===== src/rtl/phy_rx_pkg.sv =====
// Shared types and constants for the phy_rx receive path.
package phy_rx_pkg;

  localparam int         BYTE_W      = 8;
  localparam logic [7:0] COM_DEFAULT = 8'hBC;

  typedef enum logic [1:0] {
    SEARCH = 2'd0,
    ALIGN  = 2'd1,
    ACTIVE = 2'd2
  } rx_state_e;

endpackage


===== src/rtl/rx_bit_shifter.sv =====
// Serial-in shift register with enable. Presents nxt, the byte as it will
// look once the current bit is shifted in, so the aligner can decide on the
// same edge that samples the bit.
//
// Only the low 7 bits of the 8-bit window are stored: the oldest bit is
// always shifted out on the next enabled bit and never observed, and nxt
// rebuilds the full window from the stored bits plus the live input.
module rx_bit_shifter
  import phy_rx_pkg::*;
(
  input  logic              clk,
  input  logic              reset,
  input  logic              shift_en,
  input  logic              bit_in,
  output logic [BYTE_W-1:0] nxt
);

  logic [BYTE_W-2:0] sr_hist;

  assign nxt = {sr_hist, bit_in};

  // Shift one bit in, MSB first, on each enabled cycle.
  always_ff @(posedge clk or posedge reset) begin
    if (reset) begin
      sr_hist <= '0;
    end else if (shift_en) begin
      sr_hist <= nxt[BYTE_W-2:0];
    end
  end

endmodule


===== src/rtl/rx_serial_to_parallel.sv =====
// Receive deserializer and COM-symbol aligner feeding the phy_rx lane demux.
//
// state  | meaning
// -------+-----------------------------------------------------------
// SEARCH | sliding-match every enabled bit against COM_SYMBOL
// ALIGN  | boundary fixed; counting consecutive aligned COMs
// ACTIVE | locked; emitting framed bytes (left only by reset)
module rx_serial_to_parallel
  import phy_rx_pkg::*;
#(
  parameter logic [7:0] COM_SYMBOL     = COM_DEFAULT,
  parameter int         COM_LOCK_COUNT = 4
) (
  input  logic              clk,
  input  logic              reset,
  input  logic              data_in,
  input  logic              data_in_en,
  output logic [BYTE_W-1:0] data_out,
  output logic              valid_out,
  output logic              com_det,
  output logic              active
);

  localparam logic [3:0] LOCK_N = 4'(COM_LOCK_COUNT);

  rx_state_e         state, state_n;
  logic [2:0]        bit_cnt, bit_cnt_n;
  logic [3:0]        com_cnt, com_cnt_n;
  logic [BYTE_W-1:0] nxt;
  logic [BYTE_W-1:0] data_out_n;
  logic              valid_out_n;
  logic              com_det_n;
  logic              is_com;
  logic              byte_end;

  rx_bit_shifter u_shifter (
    .clk      (clk),
    .reset    (reset),
    .shift_en (data_in_en),
    .bit_in   (data_in),
    .nxt      (nxt)
  );

  assign is_com   = (nxt == COM_SYMBOL);
  assign byte_end = (bit_cnt == 3'd7);
  assign active   = (state == ACTIVE);

  // State, counters and registered output pulses.
  always_ff @(posedge clk or posedge reset) begin
    if (reset) begin
      state     <= SEARCH;
      bit_cnt   <= '0;
      com_cnt   <= '0;
      data_out  <= '0;
      valid_out <= 1'b0;
      com_det   <= 1'b0;
    end else begin
      state     <= state_n;
      bit_cnt   <= bit_cnt_n;
      com_cnt   <= com_cnt_n;
      data_out  <= data_out_n;
      valid_out <= valid_out_n;
      com_det   <= com_det_n;
    end
  end

  // Next-state, counter and output decode; idle cycles hold everything.
  always_comb begin
    state_n     = state;
    bit_cnt_n   = bit_cnt;
    com_cnt_n   = com_cnt;
    data_out_n  = data_out;
    valid_out_n = 1'b0;
    com_det_n   = 1'b0;

    if (data_in_en) begin
      case (state)
        SEARCH: begin
          if (is_com) begin
            bit_cnt_n = 3'd0;
            com_cnt_n = 4'd1;
            state_n   = (LOCK_N == 4'd1) ? ACTIVE : ALIGN;
          end
        end

        ALIGN: begin
          bit_cnt_n = bit_cnt + 3'd1;
          if (byte_end) begin
            if (is_com) begin
              if (com_cnt != LOCK_N) begin
                com_cnt_n = com_cnt + 4'd1;
              end
              if ((com_cnt + 4'd1) == LOCK_N) begin
                state_n = ACTIVE;
              end
            end else begin
              com_cnt_n = 4'd0;
              state_n   = SEARCH;
            end
          end
        end

        ACTIVE: begin
          bit_cnt_n = bit_cnt + 3'd1;
          if (byte_end) begin
            data_out_n  = nxt;
            valid_out_n = !is_com;
            com_det_n   = is_com;
          end
        end

        default: begin
          state_n = SEARCH;
        end
      endcase
    end
  end

endmodule


===== config.mk =====
export PLATFORM = sky130hd
export DESIGN_NAME = rx_serial_to_parallel
export DESIGN_NICKNAME = d
export VERILOG_FILES = /design/src/rtl/phy_rx_pkg.sv /design/src/rtl/rx_bit_shifter.sv /design/src/rtl/rx_serial_to_parallel.sv
export SDC_FILE = /design/constraint.sdc
export NUM_CORES = 1
export LEC_CHECK = 0
export BUFFER_PORTS_ARGS = -buffer_cell sky130_fd_sc_hd__buf_4
export CORE_AREA = 3 3 49 74
export CTS_BUF_LIST = sky130_fd_sc_hd__clkbuf_8 sky130_fd_sc_hd__clkbuf_16
export DETAILED_ROUTE_END_ITERATION = 12
export DIE_AREA = 0 0 52 77
export SYNTH_ARGS = -nofsm -noshare
export SYNTH_HDL_FRONTEND = slang
export SYNTH_SLANG_ARGS = --single-unit

===== constraint.sdc =====
create_clock -name clk -period 4.3 [get_ports clk]
set_input_delay 0.645 -clock clk [delete_from_list [all_inputs] [get_ports clk]]
set_output_delay 0.645 -clock clk [all_outputs]
set_load 0.005 [all_outputs]

==> results.yml, run 1 <==
global_routing:
  grt_use_total_pct: 15.12
  antenna_found_initial: 0
  overflow: 0
  grt_pass1_wl_mm: 4.574
  grt_max_degree: 27
  grt_pass1_vias: 1034
routing:
  wire_per_inst_um: 15.54
  via_per_inst: 5.655
  drtIter0Drc: 32
  drc: 0
  vias: 967
  wirelength_mm: 2.657
  drt-pass1-iter-count: 4
  drtAntennaViolNets: 0
critical_path:
  crit_path_end_kind: "flip-flop"
  rrSetupSlack_ns: 2.50
  r2r-start: "bit_cnt[0]"
  path_common_cell: "ha_1"
  crit_fanout: 10
  crit_chain: "ha_1, ha_1, nand3_1, mux2_2"
  r2r_cells: 4
  critPathLaunchType: "flip-flop"
  required_ns: 4.46
  slowest_stage: "dfrtp_1"
  critPathMaxStageDelay_ns: 0.44
  r2r-end: "data_out[2]"
  worst_ep_arrival_time_ns: 1.96
  worstSetupPathType: "flip-flop to flip-flop"
synthesis:
  synth.avg_cell_area_um2: 12.37
  synth_edf_count: 0
  netlist_top_cells_area: "dfrtp_1 46%, mux2_2 12%, ha_1 7.0%"
  seq_area_frac_synth_pct: 45.73
  ys_types: 38
  ys_ff_latch: 26
  yosysTopAreaCellShare_pct: 45.73
  async_reset_ff_share_pct: 100.0
  synth_nets: 127
  yosys.area.top_type: "dfrtp_1"
  ys.flop_type: "dfrtp_1"
  syn_area_um2: 1423
  yosys_warnings: 0
  netlist_instances: 115
clock_network:
  postCtsSetupBuffers: 0
  cts_made_buffers: 3
  post_cts_resized: 0
  numClockSinks: 26
  hold_buffers: 0
  htree_levels: 1
  cts_tree: "yes"
  cts_buffer_depth: 2
  root_buffer: "clkbuf_8"
  cts.clk_slew.worst_paths_ns: 0.09
  worst_skew_pair.late_latency_ns: 0.27
final_layout:
  syn_to_final_growth_pct: 15.30
  drive_above_1_share_pct: 32.82
  n_antenna_cell: 0
  nNetsFinal: 144
  num-fill-cells: 267
  layout_common_cells: "26 x dfrtp_1, 15 x mux2_2, 14 x buf_4"
  final_common_cell: "dfrtp_1"
min_path:
  min_from: "data_out[1]"
  hold_end: "data_out[1]"
  hp-class: "flip-flop to flip-flop"
  worstHoldPathCells: 1
timing:
  final_hold_viol_count: 0
  slew_viol_final: 0
  slew_headroom_pct: 33.91
  worstMarginPinSlew_ns: 0.9902
  rsz0062_at_grt: "no"
  fin_crit_sh_pct: 41.78
  hold-worst-slack_ns: 0.5113
  min_period_ns: 1.797
  max_freq_mhz: 556.6
  setup_violations: 0
  setup-tns-final_ns: 0
  finClkSkew_ns: 0.003016
placed_design:
  io_buffer_count: 14
  gp_congestion: 0.8585
  dp_hpwl_mm: 1.986
power_and_ir_drop:
  leakagePower_uw: 0.0007883
  powerDensity_nw_per_um2: 456.8
  vdd_drop_max_uv: 356.3
floorplanning:
  die_w_um: 52
  die_h_um: 77
  die_area_um2: 4004
  core_um2: 3097
  rows: 25
  initial_utilization_pct: 45.94
  ios: 15
run:
  cap_violations: 0
run_status:
  outcome: "completed"
## metal layers
| layer | up-vias | track usage [%] | routed length (µm) |
|---|---|---|---|
| met2 | 16 | 26.83 | 1476 |
| met5 | - | 0 | 0 |
| li1 | 462 | - | - |
| met3 | 7 | 2.330 | 64 |
| met1 | 482 | 16.69 | 1054 |
| met4 | 0 | 7.349 | 61 |
## registers in the layout, summed over array words and instances (netlist names)
register           flops
u_shifter.sr_hist      7
data_out               8
com_det                1
state                  2
bit_cnt                3
valid_out              1
com_cnt                4
## worst max-delay path: cells and delay by family, from the launching register on
kind | cells | cell delay, ns
flip-flops | 1 | 0.44
adder cells (fa/ha/maj) | 2 | 0.44
AND/OR/NAND/NOR | 1 | 0.40
multiplexers | 1 | 0.40
## report_power, final
part	internal [µW]	switching, µW	leakage (µW)	total [µW]
registers	285	53.0	0.000341	338
clock network	125	77.1	0.0000357	202
logic	102	108	0.000412	209
total	511	238	0.000788	749
## layout make-up
type / count / area [µm²] / share of cell area (%)
timing repair buffer: 14 / 105.1 / 6.407
multi-input combinational: 82 / 744.5 / 45.39
clock buffer: 3 / 41.29 / 2.517
sequential: 26 / 650.6 / 39.66
tap: 40 / 50.05 / 3.051
inverter: 5 / 18.77 / 1.144
clock inverter: 1 / 30.03 / 1.831
## metrics by stage
stage / worst slack (ns) / power (µW) / utilization (%) / area, µm² / instances
final: 2.503 / 749.3 / 52.97 / 1640 / 171
after global routing: 2.436 / 802.2 / 52.97 / 1640 / 171
after floorplan: 2.569 / 499.7 / - / 1423 / 115
after global placement: 2.400 / 544.5 / 50.67 / 1569 / 167
after detailed placement: 2.367 / 554.1 / 50.67 / 1569 / 167
after CTS: 2.491 / 757.0 / 52.97 / 1640 / 171
## logic make-up (layout without fill, tap and decap cells)
logic type / count (synthesis) / count (layout) / share of synthesized area [%]
mux: 18 / 18 / 14.34
compound gates: 20 / 20 / 11.79
flops: 26 / 26 / 45.73
fa+ha+maj: 8 / 8 / 7.036
simple gates: 36 / 36 / 19.17
buf+inv: 7 / 23 / 1.934
## worst max path at each step
stage                     startpoint     endpoint  slack (ns)
final                     bit_cnt[0]  data_out[2]        2.50
after global routing      com_cnt[0]     state[1]        2.44
after CTS                 bit_cnt[0]  data_out[2]        2.49
after detailed placement     data_in   com_cnt[0]        2.37
after global placement       data_in   com_cnt[0]        2.40
after floorplan              data_in   com_cnt[0]        2.57
## cells in the mapped netlist (2+ instances only)
cell	n
a221o_1	2
o21ai_0	2
nand2b_1	5
nor2_1	3
dfrtp_1	26
a21oi_1	5
nand2_1	6
a31oi_1	2
nand3_1	6
ha_1	8
and3b_1	2
mux2i_1	2
inv_1	5
nand3b_1	3
mux2_2	15
Note: power is estimated with default switching activity, not from simulation.
==> run 2, diff against run 1 <==
==> constraint.sdc (replaced) <==
create_clock -name clk -period 1.79 [get_ports clk]
set_input_delay 0.2685 -clock clk [delete_from_list [all_inputs] [get_ports clk]]
set_output_delay 0.2685 -clock clk [all_outputs]
set_load 0.005 [all_outputs]
==> run 2 against run 1 <==
Maximum frequency up 7.3%. Hold slack got worse by 0.47 ns. Critical path depth is 1 higher. Global-route usage grew 0.60 points. Sequential cell count did not move. Largest power group unchanged.
==> results.yml, run 2 (synthesis results as in run 1) <==
timing:
  max_freq_mhz: 597.1
  worst_slack_ns: 0.1153
  worstMarginPinSlew_ns: 0.3882
  slew_headroom_pct: 74.03
  rsz0062_at_grt: "no"
  min_period_ns: 1.675
  finClkSkew_ns: 0.005036
  final_hold_viol_count: 0
  setup_violations: 0
  setup-tns-final_ns: 0
  slew_viol_final: 0
  fin_crit_sh_pct: 93.56
critical_path:
  worstSetupPathType: "flip-flop to flip-flop"
  required_ns: 1.96
  worst_ep_arrival_time_ns: 1.84
  critPathLaunchType: "flip-flop"
  crit_fanout: 6
  crit_path_end_kind: "flip-flop"
clock_network:
  cts_tree: "yes"
  numClockSinks: 26
  postCtsSetupBuffers: 0
  hold_buffers: 0
  cts_buffer_depth: 2
  htree_levels: 1
  worst_skew_pair.late_latency_ns: 0.27
  cts_made_buffers: 3
  post_cts_resized: 0
  root_buffer: "clkbuf_8"
  cts.clk_slew.worst_paths_ns: 0.09
placed_design:
  gp_congestion: 0.8574
  place_ws_ns: 0.1172
  dp_hpwl_mm: 2.097
  place_area_um2: 1604
  io_buffer_count: 14
global_routing:
  grt_use_total_pct: 15.72
  grt_max_degree: 27
  grt_pass1_vias: 1056
  overflow: 0
  grt_pass1_wl_mm: 4.795
  antenna_found_initial: 0
power_and_ir_drop:
  vdd_drop_max_uv: 660.4
  leakagePower_uw: 0.0008080
  powerDensity_nw_per_um2: 1093
routing:
  drc: 0
  wirelength_mm: 2.756
  vias: 961
  m1WireLength_mm: 1.100
  drtAntennaViolNets: 0
  via_per_inst: 5.523
  dr_wl_met3_um: 66
  dr_wl_met2_mm: 1.557
  wire_per_inst_um: 15.84
  drtIter0Drc: 13
  drt-pass1-iter-count: 4
  top_layer: "met4"
final_layout:
  nNetsFinal: 147
  layout_common_cells: "26 x dfrtp_1, 16 x buf_4, 15 x mux2_2"
  top_register: "data_out"
  seqCellArea_um2: 650.6
  top_regs: "data_out (8), u_shifter.sr_hist (7), com_cnt (4)"
  final_common_cell: "dfrtp_1"
  syn_to_final_growth_pct: 17.77
  largest_reg_flops: 8
  multi_input_area_um2: 744.5
  drive_above_1_share_pct: 34.33
  n_antenna_cell: 0
  finish.instance_area_um2: 1675
  num-fill-cells: 275
floorplanning:
  initial_utilization_pct: 45.94
  rows: 25
  die_w_um: 52
  die_h_um: 77
  core_um2: 3097
  ios: 15
  die_area_um2: 4004
run_status:
  outcome: "completed"
run:
  cap_violations: 0
min_path:
  hp-class: "input pin to async pin"
-- run 2: worst paths after layout --
| kind | from | end | slack [ns] | cells past startpoint |
|---|---|---|---|---|
| min in group clk | data_in | u_shifter.sr_hist[0] | 0.25 | 2 |
| max reg2reg | state[1] | com_cnt[0] | 0.12 | 5 |
| min | reset | data_out[2] | 0.04 | 3 |
| max | state[1] | com_cnt[0] | 0.12 | 5 |
| min reg2reg | data_out[2] | data_out[2] | 0.51 | 1 |
| max in group asynchronous | reset | data_out[6] | 1.50 | 3 |
-- run 2: layout make-up --
cell class | instances | share of cell area, %
clock inverters | 1 | 1.792
flip-flops and latches | 26 | 38.83
repair buffers | 17 | 8.364
clock buffers | 3 | 2.465
multi-input cells | 82 | 44.44
inverters | 5 | 1.120
well taps | 40 | 2.987
-- run 2: worst max-delay path: stages (launching register included) --
cell	delay, ns
dfrtp_1	0.41
inv_1	0.08
ha_1	0.32
nand3_4	0.16
o211ai_4	0.27
mux2_4	0.32
-- run 2: report_power, final --
group          leakage (µW)  total, µW  internal, µW  switching [µW]
sequential         0.000341        815           685             130
clock             0.0000357        490           299             190
combinational      0.000432        527           261             266
total              0.000808       1830          1250             586
-- run 2: per-stage QoR --
| step | power (µW) | hold slack, ns | utilization (%) | std cells |
|---|---|---|---|---|
| 3_3_place_gp | 1337 | 0.3487 | 51.80 | 170 |
| 5_1_grt | 1953 | 0.06407 | 54.10 | 174 |
| 6_report | 1832 | 0.03850 | 54.10 | 174 |
| 3_5_place_dp | 1362 | 0.3577 | 51.80 | 170 |
| 4_1_cts | 1856 | 0.05228 | 54.10 | 174 |
| 2_1_floorplan | 1201 | 0.3085 | - | 115 |
-- run 2: routing by layer --
metal	vias to the layer above	GRT usage, %
met5	-	0
met4	0	3.937
met3	4	2.913
met2	9	29.09
met1	487	17.61
li1	461	-
